--- config.mk ---
export PLATFORM = sky130hd
export DESIGN_NAME = seq_detector_param
export DESIGN_NICKNAME = d
export VERILOG_FILES = /design/src/rtl/seq_det_pkg.sv /design/src/rtl/seq_detector_param_sat_counter.sv /design/src/rtl/seq_detector_param.sv
export SDC_FILE = /design/constraint.sdc
export NUM_CORES = 1
export LEC_CHECK = 0
export ABC_AREA = 1
export CORE_MARGIN = 2
export CORE_UTILIZATION = 30
export CTS_CLUSTER_SIZE = 24
export DETAILED_ROUTE_END_ITERATION = 8
export HOLD_SLACK_MARGIN = 0.03
export PLACE_DENSITY = 0.6
export SLEW_MARGIN = 20
export SYNTH_ARGS = -nofsm -noshare
export SYNTH_HDL_FRONTEND = slang
export SYNTH_SLANG_ARGS = --single-unit
--- constraint.sdc ---
create_clock -name clk -period 1.5 [get_ports clk]
set_input_delay 0.225 -clock clk [delete_from_list [all_inputs] [get_ports clk]]
set_output_delay 0.225 -clock clk [all_outputs]
set_load 0.01 [all_outputs]
--- src/rtl/seq_det_pkg.sv ---
// Shared definitions for the parametrised serial pattern detector.
package seq_det_pkg;

   localparam int unsigned PAT_LEN_MAX = 16;
   localparam int unsigned CNT_W_MAX   = 32;

   // Detection mode as seen by the completing bit.
   typedef enum logic {
      DET_NOVL = 1'b0,
      DET_OVL  = 1'b1
   } det_mode_e;

   // Width needed to hold a fill level of 0..pat_len.
   function automatic int unsigned fill_w(input int unsigned pat_len);
      return $clog2(pat_len + 1);
   endfunction

   function automatic bit pat_len_ok(input int unsigned pat_len);
      return (pat_len >= 2) && (pat_len <= PAT_LEN_MAX);
   endfunction

   function automatic bit cnt_w_ok(input int unsigned cnt_w);
      return (cnt_w >= 1) && (cnt_w <= CNT_W_MAX);
   endfunction

endpackage

--- src/rtl/seq_detector_param_sat_counter.sv ---
// Saturating up-counter with synchronous clear taking priority over increment.
module sat_counter #(
   parameter int unsigned CNT_W = 8
) (
   input  logic             clk,
   input  logic             rst,
   input  logic             inc,
   input  logic             clr,
   output logic [CNT_W-1:0] q
);

   // Count register: clear wins, otherwise increment until all ones.
   always_ff @(posedge clk or negedge rst) begin
      if (!rst) begin
         q <= '0;
      end else if (clr) begin
         q <= '0;
      end else if (inc && (q != '1)) begin
         q <= q + 1'b1;
      end
   end

endmodule

--- src/rtl/seq_detector_param.sv ---
// Serial bit-pattern detector with programmable pattern, run-time
// overlapping/non-overlapping mode and a saturating match counter.
module seq_detector_param
   import seq_det_pkg::*;
#(
   parameter int unsigned          PAT_LEN = 5,
   parameter logic [PAT_LEN-1:0]   PATTERN = 5'b10001,
   parameter int unsigned          CNT_W   = 8
) (
   input  logic               clk,
   input  logic               rst,
   input  logic               en,
   input  logic               in,
   input  logic               ovl,
   input  logic               pat_ld,
   input  logic [PAT_LEN-1:0] pat,
   input  logic               cnt_clr,
   output logic               match,
   output logic [CNT_W-1:0]   match_cnt
);

   if (!pat_len_ok(PAT_LEN)) begin : g_bad_pat_len
      $error("seq_detector_param: PAT_LEN=%0d outside 2..%0d", PAT_LEN, PAT_LEN_MAX);
   end
   if (!cnt_w_ok(CNT_W)) begin : g_bad_cnt_w
      $error("seq_detector_param: CNT_W=%0d outside 1..%0d", CNT_W, CNT_W_MAX);
   end

   localparam int unsigned      FW        = fill_w(PAT_LEN);
   localparam logic [FW-1:0]    FILL_FULL = FW'(PAT_LEN);
   localparam logic [FW-1:0]    FILL_NEAR = FW'(PAT_LEN - 1);

   // The oldest history bit is never compared again once shifted, so only
   // PAT_LEN-1 bits are stored; the candidate word re-forms the full window.
   logic [PAT_LEN-2:0] hist;
   logic [PAT_LEN-1:0] pat_q;
   logic [PAT_LEN-1:0] cand;
   logic [FW-1:0]      fill;
   logic [FW-1:0]      fill_nxt;
   logic               accept;
   logic               hit;
   det_mode_e          mode;

   // Candidate window, hit decision and next fill level for an accepted bit.
   always_comb begin
      accept   = en & ~pat_ld;
      cand     = {hist, in};
      mode     = det_mode_e'(ovl);
      hit      = accept && (fill >= FILL_NEAR) && (cand == pat_q);
      fill_nxt = fill;
      if (hit) begin
         fill_nxt = (mode == DET_OVL) ? FILL_FULL : '0;
      end else if (fill != FILL_FULL) begin
         fill_nxt = fill + 1'b1;
      end
   end

   // Detector state: pattern load discards the bit, otherwise shift on en.
   always_ff @(posedge clk or negedge rst) begin
      if (!rst) begin
         hist  <= '0;
         fill  <= '0;
         pat_q <= PATTERN;
         match <= 1'b0;
      end else if (pat_ld) begin
         pat_q <= pat;
         fill  <= '0;
         match <= 1'b0;
      end else if (en) begin
         hist  <= cand[PAT_LEN-2:0];
         fill  <= fill_nxt;
         match <= hit;
      end else begin
         match <= 1'b0;
      end
   end

   sat_counter #(
      .CNT_W (CNT_W)
   ) u_match_cnt (
      .clk (clk),
      .rst (rst),
      .inc (hit),
      .clr (cnt_clr),
      .q   (match_cnt)
   );

endmodule

; Word-level counts from Yosys, hierarchy flattened
; Cells that the tools add are included.
[classes]
add_sub_neg = 2
order_cmp = 1
n_eq_ne = 3
muxes = 9
bitwise = 2
n_reduce_logical = 8
[op_table]
columns = op, n
row1 = $mux W8, 2
row2 = $mux W3, 5
row3 = $add A8 B1 Y8 const B, 1
row4 = $ne A8 B8 Y1 const B, 1
row5 = $eq A5 B5 Y1, 1
row6 = $reduce_and A2 Y1, 2
row7 = $reduce_bool A2 Y1, 2
row8 = $add A3 B1 Y3 const B, 1
row9 = $ge A3 B3 Y1 const B, 1
row10 = $logic_and A1 B1 Y1, 3
row11 = $ne A3 B3 Y1 const B, 1
row12 = $reduce_bool A3 Y1, 1
row13 = $mux W1, 2
row14 = $and A1 B1 Y1, 1
row15 = $not A1 Y1, 1
[totals]
register_bits = 21
input_bits = 12
output_inout_bits = 9
wordCells = 30

; Longest topological paths before layout
; Gate-level depths: netlist (run 1).
[depth]
word_depth = 7
mapped_depth = 10
depth_no_buf = 10

; Cells and area by module
; Synthesis (run 1) repeated with hierarchy kept, for this count alone.
[hier_totals]
hier_cells = 171
hier_area_um2 = 1228.7
[modules_own_cells]
columns = mod, instances, cells_each, area_each_um2, seq_area_each_um2
row1 = seq_detector_param, 1, 97, 716.9, 327.8
row2 = sat_counter, 1, 74, 511.7, 200.2

; Worst setup path before layout (run 1)
; No wires, ideal clock.
[synth_path]
path_type = flip-flop to flip-flop
from = register u_match_cnt.q[0]
to = register u_match_cnt.q[6]
setup_ps = 117
t_arrival_ps = 1209
required_ps = 1383
setup_slack_ps = 174
stages_incl_launch_ff = 9
path_buffers = 0
period_less_slack_ps = 1326
path_cell_list = dfrtp_1 -> ha_1 -> nand2_1 -> nor2_2 -> nand2_1 -> nand2_8 -> inv_8 -> nand3_2 -> nand2_1
[synth_via]
elab_chain_len = 3
word_cells_on_any_way = 6
classes_between = add/sub: 1 / eq/ne: 1 / mux: 2 / reduce/logical: 2
[synth_rtl]
columns = item, line_no
row1 = start: declaration, seq_detector_param_sat_counter.sv:9  ; output logic [CNT_W-1:0] q
row2 = start signal: assignment, seq_detector_param_sat_counter.sv:19  ; q <= q + 1'b1;
row3 = $add A8 B1 Y8 / $ne A8 B8 Y1 (equally long branches), "seq_detector_param_sat_counter.sv:19, seq_detector_param_sat_counter.sv:18"
row4 = $mux W8 / $logic_and A1 B1 Y1 (equally long branches), seq_detector_param_sat_counter.sv:18  ; end else if (inc && (q != '1)) begin
row5 = $mux W8 / $reduce_bool A2 Y1 (equally long branches), --
; Several ways; a longest one is shown, not always the timed one. The select of a mux whose other input is x is not followed.
; A chain may end at the register's enable or synchronous reset.

; Worst setup path in the final report (run 1)
[layout_path]
from = register u_match_cnt.q[5]
to = output match_cnt[5]
[layout_rtl]
columns = item, line_no
row1 = end: declaration, seq_detector_param.sv:19  ; output logic [CNT_W-1:0] match_cnt
; No word-level cell between the ends.

==> flow_summary_export.csv, run 1 <==
group,metric,value,unit
finish,antenna_cells,0,
finish,fin_util,0.4126,
logic_synthesis,synth_top_family_by_area,"simple AND/OR/NAND/NOR gates",
power_and_ir_drop,p_leak,0.8839,nW
setup_path,crit_arrival,1.24,ns
power_and_ir_drop,power_switching,0.0003239,W
sta,hold_violations,0,
finish,nFillCells,404,
sta,slew_viol_final,0,
floorplanning,die_y,68.29,um
sta,fin_crit,1.461,ns
clock_tree,cts_hold_buffers,0,
route,finalWirelength,2.349,mm
clock_tree,cts_tree,"yes",
sta,fmax,684.6,MHz
floorplanning,die_width,68.29,um
logic_synthesis,avgSynthCellArea,8.157,um2
worst_hold_path,hp-class,"primary input to asynchronous set/reset pin",
sta,setup_viol,0,
logic_synthesis,synth_compound_area_frac,0.04036,
power_and_ir_drop,clock_power_share,0.316,
clock_tree,clk_latency,0.26,ns
finish,drive_above_1_share,0.2299,
setup_path,max_stage_delay,0.56,ns
logic_synthesis,netlist_area,1240,um2
place,routabilityCongestion,0.7613,
logic_synthesis,synth-adder-area-share,0.03027,
setup_path,crit_path_max_fanout,4,
setup_path,crit_buf_inv,1,
finish,area_growth,33.10,%
clock_tree,cts.sinks,21,
route,post_drt_wl_per_cell,9.911,um
route,drt-pass1-iter-count,4,
logic_synthesis,synth_cells,152,
setup_path,startpoint_type,"flop",
place,portBuffers,20,
power_and_ir_drop,power_frac_seq,0.524,
route,route.detailed.drc,0,
floorplanning,io_pins,21,
global_routing,grt_max_degree,22,
logic_synthesis,synth_mux_area_frac,0,
logic_synthesis,syn_nets,167,
global_routing,grt_antenna_before_repair,0,
route,ant_nets,0,
finish,fin_nets,203,
route,viasPerCell,4.342,
floorplanning,core.rowCount,23,
setup_path,critical_path_class,"flop to output pin",
logic_synthesis,synthSimpleGateAreaFrac,0.3734,
clock_tree,cts_buffers,3,
setup_path,path_delay_family,"buffers and inverters",
route,via_count,1029,
place,hpwl,1.760,mm
global_routing,grt_use_total,0.1216,
logic_synthesis,synth_warnings,0,
global_routing,grt_overflow,0,
route,drt-initial-drc-count,41,
logic_synthesis,synthXorXnorAreaFrac,0.03532,
global_routing,grt_pass1_wl,4.250,mm
sta,worst_pin_slew,0.2806,ns
finish,multi_input_area,599.3,um2
sta,fin_crit_sh,0.9738,
setup_path,crit_slowest_cell,"clkdlybuf4s50_1",
floorplanning,die-area,4664,um2
sta,slew_headroom,0.8130,
clock_tree,cts_buffer_depth,2,
job,max-cap-violations,0,
floorplanning,start_util,0.3100,
power_and_ir_drop,p_sw_frac,0.2710,
power_and_ir_drop,ir_drop,0.0003583,V
clock_tree,htreeDepth,1,
finish,final_cell_area,1650,um2
floorplanning,core-area,4000,um2
setup_path,crit_required,1.27,ns
power_and_ir_drop,p_per_area,724.2,nW/um2
run_status,outcome,"complete, no violations",
setup_path,endpoint_kind,"output pin",
clock_tree,cts_root_buf,"clkbuf_8",
power_and_ir_drop,pwr-share-comb,0.159,
finish,seq_area,529.3,um2
global_routing,grt_pass1_vias,990,
setup_path,crit_chain,"clkdlybuf4s50_1",
logic_synthesis,ys_seq_area_frac,0.4258,
sta,rsz0062_at_grt,"false",
logic_synthesis,ys_types,23,
power_and_ir_drop,power.internal,0.0008713,W
place,dpl_cell_area,1548,um2
sta,fin_skew,0.001874,ns
logic_synthesis,ys_ff_latch,21,
clock_tree,path_clk_slew,0.08,ns
==> flip-flops by register name, summed over array words and instances, names as in the netlist <==
signal and cells:
fill 3, pat_q 5, u_match_cnt.q 8, match 1, hist 4
==> metrics by stage <==
stage / std cells / setup WS [ns] / hold slack (ns) / total power (W) / setup TNS [ns]
detailed placement: 228 / -0.1022 / 0.4881 / 0.0008317 / -0.9633
CTS: 234 / 0.007668 / 0.3062 / 0.001216 / 0
floorplan: 152 / 0.1741 / -0.07059 / 0.0007533 / 0
global placement: 228 / -0.08415 / 0.4839 / 0.0008301 / -0.7667
global route: 237 / 0.003593 / 0.3365 / 0.001281 / 0
finish: 237 / 0.03936 / 0.3006 / 0.001195 / 0
==> synthesized netlist by cell type (all sizes together) <==
cell | number | area (um2)
buf | 1 | 11.26
ha | 3 | 37.54
xor2 | 4 | 35.03
nand4 | 4 | 25.02
o21ai | 10 | 50.04
inv | 23 | 93.84
nand2 | 51 | 215.2
nor2 | 12 | 70.07
clkbuf | 1 | 3.750
nand3 | 20 | 152.7
dfrtp | 19 | 475.5
dfstp | 2 | 52.55
clkinv | 1 | 8.760
xnor2 | 1 | 8.760
==> path summary, 6_finish.rpt <==
path | start | end | slack (ns) | depth (start not counted)
setup / recovery | u_match_cnt.q[5] | match_cnt[5] | 0.04 | 1
hold / removal | rst | u_match_cnt.q[7] | 0.30 | 2
setup reg to reg | u_match_cnt.q[0] | u_match_cnt.q[3] | 0.11 | 8
hold reg to reg | pat_q[4] | pat_q[4] | 0.49 | 2
max in group asynchronous | rst | pat_q[4] | 0.92 | 2
min in group clk | pat[0] | pat_q[0] | 0.49 | 3
==> layer usage <==
layer	global-route usage	routed length, um	vias up
met4	0.03000	25	0
met2	0.1917	1052	20
met5	0	0	-
met3	0.03454	97	4
li1	-	-	552
met1	0.1640	1173	453
==> logic make-up (layout without fill, tap and decap cells) <==
| kind of cell | Yosys count | after routing |
|---|---|---|
| adders and majority gates | 3 | 3 |
| buffers and inverters | 26 | 61 |
| and+or+nand+nor | 87 | 87 |
| xor gates and xnor gates | 5 | 5 |
| DFF | 21 | 21 |
| AOI/OAI and AO/OA | 10 | 10 |
==> power groups by stage <==
stage          combinational [W]  clock [W]  sequential [W]
6_report                0.000190   0.000378        0.000627
5_1_grt                 0.000218   0.000428        0.000634
4_1_cts                 0.000194   0.000395        0.000627
3_5_place_dp            0.000193          0        0.000639
3_3_place_gp            0.000192          0        0.000638
2_1_floorplan           0.000120          0        0.000634
==> placed cells by master, fill, tap and decap left out <==
cell type	count
nor2_4	3
nor2_1	8
nand3_4	1
nand3_2	8
ha_1	3
clkdlybuf4s50_1	17
o21ai_1	1
dfstp_2	2
nand2_2	5
clkbuf_8	3
nand2_8	1
xor2_1	4
dlymetal6s2s_1	3
o21ai_0	9
xnor2_1	1
nand4_1	4
inv_2	2
clkinv_2	1
clkinv_4	1
dfrtp_1	18
inv_1	20
buf_4	13
nor2_2	1
nand3_1	11
clkinv_8	1
nand2_1	45
dfrtp_2	1
==> final cells by class <==
cell class              instances  share of cell area
repair buffers                 33              0.1850
clock buffers                   3             0.02502
well taps                      50             0.03791
multi-input cells             105              0.3632
flip-flops and latches         21              0.3207
inverters                      24             0.06520
clock inverters                 1            0.003033
==> timing repair <==
| item | CTS | global route |
|---|---|---|
| pin swaps | 0 | 1 |
| resized for setup | 1 | 6 |
| endpoints found under the setup margin | 3 | 12 |
| setup buffers | 2 | 3 |
Note: power is estimated with default switching activity, not from simulation.
==> inputs of run 2 (changes only) <==
--- a/config.mk
+++ b/config.mk
@@ -12,7 +12,7 @@
 export DETAILED_ROUTE_END_ITERATION = 8
 export HOLD_SLACK_MARGIN = 0.03
 export PLACE_DENSITY = 0.6
-export SLEW_MARGIN = 20
+export SLEW_MARGIN = 10
 export SYNTH_ARGS = -nofsm -noshare
 export SYNTH_HDL_FRONTEND = slang
 export SYNTH_SLANG_ARGS = --single-unit
==> results of run 2 <==
No change in the layout: final DEF, timing and power equal those of run 1.
